==> src/rtl/mem_ctrl.sv <==
// mem_ctrl: serialises byte/half/word loads and stores onto a byte-wide RAM port, one byte per cycle.
// Latency: store n+1 cycles, load n+2 cycles from accept to LOutEn (n=1/2/4); optional MEMCTRL_IO_WAIT_EN adds +1 for dataAddr[17:16]=11.
// Backpressure: LSfree high only while idle; dataEn seen while busy is dropped, never queued.
module mem_ctrl (
    input  logic        clk,
    input  logic        rst,
    input  logic        dataEn,
    input  logic        LSRW,
    input  logic [31:0] dataAddr,
    input  logic [1:0]  LSlen,
    input  logic [31:0] Sdata,
    output logic        LOutEn,
    output logic [31:0] Ldata,
    output logic        LSfree,
    input  logic [7:0]  mem_din,
    output logic [7:0]  mem_dout,
    output logic [31:0] mem_a,
    output logic        mem_wr
);

`ifdef MEMCTRL_IO_WAIT_EN
    typedef enum logic [1:0] {IDLE, RUN, DONE, WAIT} state_t;
`else
    typedef enum logic [1:0] {IDLE, RUN, DONE} state_t;
`endif

    state_t      state;
    state_t      state_nxt;

    // latched request
    logic        rw_q;
    logic [31:0] addr_q;
    logic [31:0] sdata_q;
    logic [1:0]  last_q;     // index of the final byte (n-1)

    // byte sequencing and read-capture pipeline
    logic [2:0]  cnt;        // byte index currently on the RAM port
    logic        cap_vld;    // mem_din carries a load byte this cycle
    logic [1:0]  cap_idx;    // which Ldata byte it belongs to

    logic        accept;
    logic        active;
    logic        run_end;

    // State register; reset lands in IDLE so LSfree is up as soon as reset lifts.
    always_ff @(posedge clk or negedge rst) begin
        if (!rst) begin
            state <= IDLE;
        end else begin
            state <= state_nxt;
        end
    end

    // Next-state decode plus handshake outputs. Loads stay in RUN one cycle
    // longer than stores so the last RAM byte (one-cycle latency) is captured
    // on the same edge that enters DONE.
    always_comb begin
        state_nxt = state;
        LSfree    = 1'b0;
        LOutEn    = 1'b0;
        accept    = 1'b0;
        active    = 1'b0;
        run_end   = 1'b0;
        case (state)
            IDLE: begin
                LSfree = 1'b1;
                if (dataEn) begin
                    accept = 1'b1;
`ifdef MEMCTRL_IO_WAIT_EN
                    state_nxt = (dataAddr[17:16] == 2'b11) ? WAIT : RUN;
`else
                    state_nxt = RUN;
`endif
                end
            end
            RUN: begin
                active  = (cnt <= {1'b0, last_q});
                run_end = rw_q ? (cnt == {1'b0, last_q})
                               : (cnt == ({1'b0, last_q} + 3'd1));
                if (run_end) begin
                    state_nxt = DONE;
                end
            end
            DONE: begin
                LOutEn    = 1'b1;
                state_nxt = IDLE;
            end
`ifdef MEMCTRL_IO_WAIT_EN
            WAIT: begin
                state_nxt = RUN;
            end
`endif
            default: begin
                state_nxt = IDLE;
            end
        endcase
    end

    // RAM port: address/data only during byte cycles, everything else parked at zero.
    always_comb begin
        mem_wr   = active & rw_q;
        mem_a    = active ? (addr_q + {30'd0, cnt[1:0]}) : 32'd0;
        mem_dout = mem_wr ? sdata_q[{cnt[1:0], 3'b000} +: 8] : 8'd0;
    end

    // Request latch, byte counter and load-data assembly. Ldata is cleared on
    // accept so unused upper bytes and store results read back as zero.
    always_ff @(posedge clk or negedge rst) begin
        if (!rst) begin
            rw_q    <= 1'b0;
            addr_q  <= 32'd0;
            sdata_q <= 32'd0;
            last_q  <= 2'd0;
            cnt     <= 3'd0;
            cap_vld <= 1'b0;
            cap_idx <= 2'd0;
            Ldata   <= 32'd0;
        end else if (accept) begin
            rw_q    <= LSRW;
            addr_q  <= dataAddr;
            sdata_q <= Sdata;
            last_q  <= (LSlen == 2'b00) ? 2'd0 :
                       (LSlen == 2'b01) ? 2'd1 : 2'd3;
            cnt     <= 3'd0;
            cap_vld <= 1'b0;
            cap_idx <= 2'd0;
            Ldata   <= 32'd0;
        end else begin
            if (state == RUN) begin
                cnt <= cnt + 3'd1;
            end
            cap_vld <= active & ~rw_q;
            cap_idx <= cnt[1:0];
            if (cap_vld) begin
                Ldata[{cap_idx, 3'b000} +: 8] <= mem_din;
            end
        end
    end

endmodule

==> config.mk <==
export PLATFORM = sky130hd
export DESIGN_NAME = mem_ctrl
export DESIGN_NICKNAME = d
export VERILOG_FILES = /design/src/rtl/mem_ctrl.sv
export SDC_FILE = /design/constraint.sdc
export NUM_CORES = 1
export LEC_CHECK = 0
export ABC_AREA = 1
export ABC_CLOCK_PERIOD_IN_PS = 4400
export CAP_MARGIN = 20
export CORE_MARGIN = 2
export CORE_UTILIZATION = 50
export CTS_BUF_LIST = sky130_fd_sc_hd__clkbuf_4
export CTS_CLUSTER_DIAMETER = 120
export DETAILED_ROUTE_END_ITERATION = 10
export PLACE_DENSITY = 0.9
export SLEW_MARGIN = 30
export SYNTH_ARGS = -nofsm -noshare
export SYNTH_HDL_FRONTEND = slang
export SYNTH_SLANG_ARGS = --single-unit
==> constraint.sdc <==
create_clock -name clk -period 4.4 [get_ports clk]
set_input_delay 0.44 -clock clk [delete_from_list [all_inputs] [get_ports clk]]
set_output_delay 0.44 -clock clk [all_outputs]
set_load 0.005 [all_outputs]
==> Word level (Yosys, flattened, before mapping) <==
Cells that the tools add are included.
{ "word_totals": {"mem_count": 0, "output_inout_bits": 75, "elab_cells": 52, "latchBits": 0, "romBits": 0, "regBits": 107, "inputBits": 78, "ram_bits": 0} }
{ "op_classes": {"magnitude_cmp": 1, "bitwise": 3, "n_mux": 20, "mul": 0, "div": 0, "n_eq_ne": 7, "n_reduce_logical": 5, "add_sub_neg": 4, "n_shift": 3} }
{ "op_table": {"columns": ["cell", "count"], "rows": [
  ["32-bit two-way mux", 3],
  ["32-bit by 2-bit adder with 32-bit output", 1],
  ["32-bit bitwise mux", 1],
  ["8-bit by 7-bit variable shift with 32-bit output (first input constant)", 1],
  ["32-bit by 6-bit indexed part select with 8-bit output", 1],
  ["8-bit by 7-bit indexed part select with 32-bit output", 1],
  ["2-bit two-way mux", 5],
  ["8-bit two-way mux", 1],
  ["1-bit two-way mux", 7],
  ["5-bit negation with 7-bit output", 1],
  ["3-bit two-way mux", 2],
  ["2-bit by 1-bit equality test with 1-bit output (second input constant)", 2],
  ["2-bit zero test", 2],
  ["2-bit inequality test (second input constant)", 2],
  ["2-bit case mux with 2 select lines", 1],
  ["2-bit nonzero test", 2],
  ["2-bit by 1-bit adder with 3-bit output (second input constant)", 1],
  ["3-bit by 1-bit adder with 3-bit output (second input constant)", 1],
  ["3-bit by 2-bit equality test with 1-bit output", 1],
  ["3-bit equality test", 1],
  ["3-bit by 2-bit less-or-equal comparator with 1-bit output", 1],
  ["1-bit bitwise AND", 2],
  ["2-bit equality test (second input constant)", 1],
  ["2-bit AND reduction", 1],
  ["1-bit NOT", 1]
]} }

==> Longest topological paths before layout <==
Gate-level depths: netlist (run 1).
{ "logic_depth": {"word_depth": 5, "mapped_depth": 11} }

==> Worst setup path after synthesis (run 1) <==
Ideal clock, no wire load.
{ "synth_path": {"path_type": "register to output", "start": "register cnt[0]", "end": "output port mem_a[11]", "path_slack_ns": 2.304, "required_ns": 3.960, "t_arrival_ns": 1.656, "stages_incl_launch_ff": 12, "cell_sequence": "dfrtp_1 -> buf_2 -> inv_1 -> clkbuf_1 -> ha_1 -> nand3_1 -> nand2_1 -> nand2_2 -> inv_2 -> buf_4 -> o21ai_0 -> a21oi_1"} }
{ "synth_between": {"elab_chain_len": 3, "elab_cells_between_ends": 4, "classes_between": "add/sub (1); order compare (1); mux (2)"} }
{ "synth_rtl": {"columns": ["element", "line_no", "text"], "rows": [
  ["from (decl)", "37", "logic [2:0] cnt;"],
  ["from (signal assigned)", "130", "cnt <= cnt + 3'd1;"],
  ["branches (longest 2 deep; another with 32-bit by 2-bit adder with 32-bit output)", null, null],
  ["32-bit two-way mux (*)", "102", "mem_a = active ? (addr_q + {30'd0, cnt[1:0]}) : 32'd0;"],
  ["to (decl)", "17", "output logic [31:0] mem_a,"]
]} }
Every way passes the cells marked *.

==> Worst setup path in the final report (run 1) <==
{ "layout_path": {"start": "register cnt[0]", "end": "output port mem_dout[3]"} }
{ "layout_between": {"elab_chain_len": 4, "elab_cells_between_ends": 5, "classes_between": "order compare (1); shift (1); mux (2); bitwise (1)"} }
{ "layout_rtl": {"columns": ["element", "line_no", "text"], "rows": [
  ["branches (longest 3 deep; another with 32-bit by 6-bit indexed part select with 8-bit output)", null, null],
  ["8-bit two-way mux (*)", "103", "mem_dout = mem_wr ? sdata_q[{cnt[1:0], 3'b000} +: 8] : 8'd0;"],
  ["to (decl)", "16", "output logic [7:0] mem_dout,"]
]} }
Marked as above.

==> results.md, run 1 <==
* Clock power share at 0.142
* P per Cell Area at 576 nW/um2
* Mapped Nets at 852
* Total gr overflow at 0
* Final hold vios at 0
* Worst EP required at 3960 ps
* DRT iter0 DRCs at 404
* Clk buf depth at 2
* Core ar. at 11000 um2
* Worst slew pin tran at 873 ps
* NetSw at 0.00185 W
* Die Wd at 111 um
* Vias/cell at 5.24
* Clock root buffer: clkbuf_4
* Share of cells above drive strength 1 at 0.0606
* Final period util at 0.924
* Layout Skew at 30.0 ps
* Final WL at 15.4 mm
* Max Cap Violations at 0
* Clock Pin Slew Worst Setup and Hold Paths at 190 ps
* Yosys warns at 0
* First-pass GRT wire length at 25.4 mm
* Sequential share of power at 0.398
* TritonCTS clock tree: done
* Max rail drop VDD at 0.296 mV
* Htree depth at 3
* Distinct cell type count after synthesis at 31
* Mapped Cells at 763
* Status: finished clean
* DR pass1 iterations at 5
* Final ANT Viol Nets at 0
* GPL Wtd Cong at 1.01
* I/O Pins at 153
* Clock latency on the worst-skew pair at 450 ps
* Vias at 5483
* Cell Int Power at 0.00244 W
* Fin area at 7440 um2
* Comb pwr share at 0.460
* Setup Total Neg Slack at 0 ps
* Post-Syn Area at 5680 um2
* Number of global-route vias before repair at 5223
* Rel. slew slack at 0.418
* Fmax at 246 MHz
* Arr. time, crit path at 3630 ps
* Final Slew Violations at 0
* Crit path max fanout at 23
* Post-route insts no fill at 1047
* Hold crit path type: input port to asynchronous set/reset pin
* Hpwl dp at 11.6 mm
* Buffers on Ports at 152
* Net switching fraction of the power at 0.431
* RSZ-0062 raised after global routing: false
* Final setup fails at 0
* WL/cell at 14.7 um
* Startpoint types: register
* Largest net degree at the start of global routing at 92
* Leakage at 3.40 nW
* Register area share after synthesis at 0.471
* Worst setup EP type: output pin
* Final net count at 991
* Full die area at 12200 um2
* Tmin final at 4070 ps
* Total CTS buffers at 9
* Site row count at 38
* Commonest non-fill, non-tap cell in the layout: nand2_1
* Syn avg cell area at 7.44 um2
* Initial Utilization at 0.517
* # diodes at 0
* Cells after DPL at 1031
* GRT Total Usage at 0.251
* Placed cell areas at 7250 um2
* Die H at 111 um
* Antenna violations before repair at 0
* Area Overhead vs Synth at 31.0%
* Clock Sinks at 107
* Crit Path Class: register to output pin
* Most frequent cells in the layout: nand2_1 (274), clkdlybuf4s50_1 (151), dfrtp_1 (106)
* FF+latch count, synth at 107
* Residual DRC count at 0
==> repair_timing <==
action / 4_1_cts / 5_1_grt
gates resized for setup: 0 / 1
setup buffers: 0 / 0
setup endpoints to repair: 0 / 8
hold buffers: 0 / 0
endpoints found under the hold margin: 0 / 0
==> routing by layer <==
layer,GRT usage,part of all wire,wire (um)
met5,0,0,0
met4,0.0792,0.025,379
met3,0.0340,0.060,916
met2,0.390,0.45,6970
met1,0.367,0.46,7110
==> cell families (layout without fill, tap and decap cells) <==
logic type,Yosys count,in the layout,share of synthesized area
DFF,107,107,0.471
and+or+nand+nor,466,466,0.350
adders and majority gates,11,11,0.0256
AOI/OAI and AO/OA,96,96,0.0857
buffers and inverters,77,221,0.0581
xor gates and xnor gates,6,6,0.00925
==> critical path, cell delays in order (launching register included) <==
cell	delay, ps
dfrtp_2	590
inv_1	320
ha_1	400
nand3_1	90
nand2_1	90
nand2_2	290
inv_2	300
nand2_1	290
a21oi_1	270
clkdlybuf4s50_1	540
==> registers in the layout, summed over array words and instances (netlist names) <==
signal   cells
last_q       2
rw_q         1
state        2
cap_idx      2
addr_q      32
cnt          3
cap_vld      1
sdata_q     32
Ldata       32
==> cells in the mapped netlist (all sizes together) <==
library cell | instances | area, um2
a21oi | 17 | 85.1
and2 | 1 | 6.26
buf | 18 | 108
clkbuf | 9 | 35.0
clkinv | 1 | 3.75
dfrtp | 107 | 2680
fa | 1 | 20.0
ha | 10 | 125
inv | 49 | 184
nand2 | 287 | 1120
nand3 | 53 | 265
nand3b | 1 | 7.51
nand4 | 2 | 12.5
nor2 | 117 | 533
nor3 | 3 | 15.0
nor3b | 1 | 7.51
nor4 | 1 | 21.3
o21a | 2 | 15.0
o21ai | 76 | 380
o22ai | 1 | 6.26
xnor2 | 5 | 43.8
xor2 | 1 | 8.76
==> power by group through the flow <==
stage          clock [W]  combinational (W)  sequential, W
2_1_floorplan          0            0.00126        0.00158
3_3_place_gp           0            0.00192        0.00170
3_5_place_dp           0            0.00197        0.00170
4_1_cts         0.000622            0.00198        0.00169
5_1_grt         0.000655            0.00222        0.00175
6_report        0.000610            0.00197        0.00170
==> final timing paths <==
| kind | start | endpoint | slack [ps] | depth (start not counted) |
|---|---|---|---|---|
| hold reg to reg | sdata_q[15]$_DFFE_PN0P_ | sdata_q[15]$_DFFE_PN0P_ | 510 | 2 |
| setup / recovery | cnt[0]$_DFFE_PN0P_ | mem_dout[3] | 330 | 9 |
| max in group asynchronous | rst | cap_vld$_DFF_PN0_ | 3270 | 2 |
| setup reg to reg | state[1]$_DFFE_PN0P_ | sdata_q[7]$_DFFE_PN0P_ | 1870 | 6 |
| hold / removal | rst | sdata_q[28]$_DFFE_PN0P_ | 50 | 1 |
| min in group clk | Sdata[10] | sdata_q[10]$_DFFE_PN0P_ | 490 | 3 |
==> layout make-up <==
| class | count | area [um2] |
|---|---|---|
| Clock buffer | 9 | 67.6 |
| Clock inverter | 7 | 116 |
| Fill cell | 898 | 3540 |
| Inverter | 50 | 188 |
| Multi-Input combinational cell | 579 | 2670 |
| Sequential cell | 107 | 2680 |
| Tap cell | 140 | 175 |
| Timing Repair Buffer | 155 | 1540 |
==> stage by stage <==
step / hold WS (ps) / worst slack (ps) / total power [W] / util
global placement: 456 / 840 / 0.00362 / 0.661
floorplan: 144 / 2300 / 0.00284 / -
global route: 106 / 101 / 0.00463 / 0.677
finish: 48.4 / 334 / 0.00428 / 0.677
detailed placement: 461 / 678 / 0.00367 / 0.661
CTS: 51.9 / 138 / 0.00429 / 0.677
(Power assumes the default switching activity.)
==> run 2: changes to the inputs <==
Settings changed: CTS_CLUSTER_DIAMETER 120 to 200.
==> results of run 2 <==
The final DEF is identical to that of run 1; final timing and power are the same.
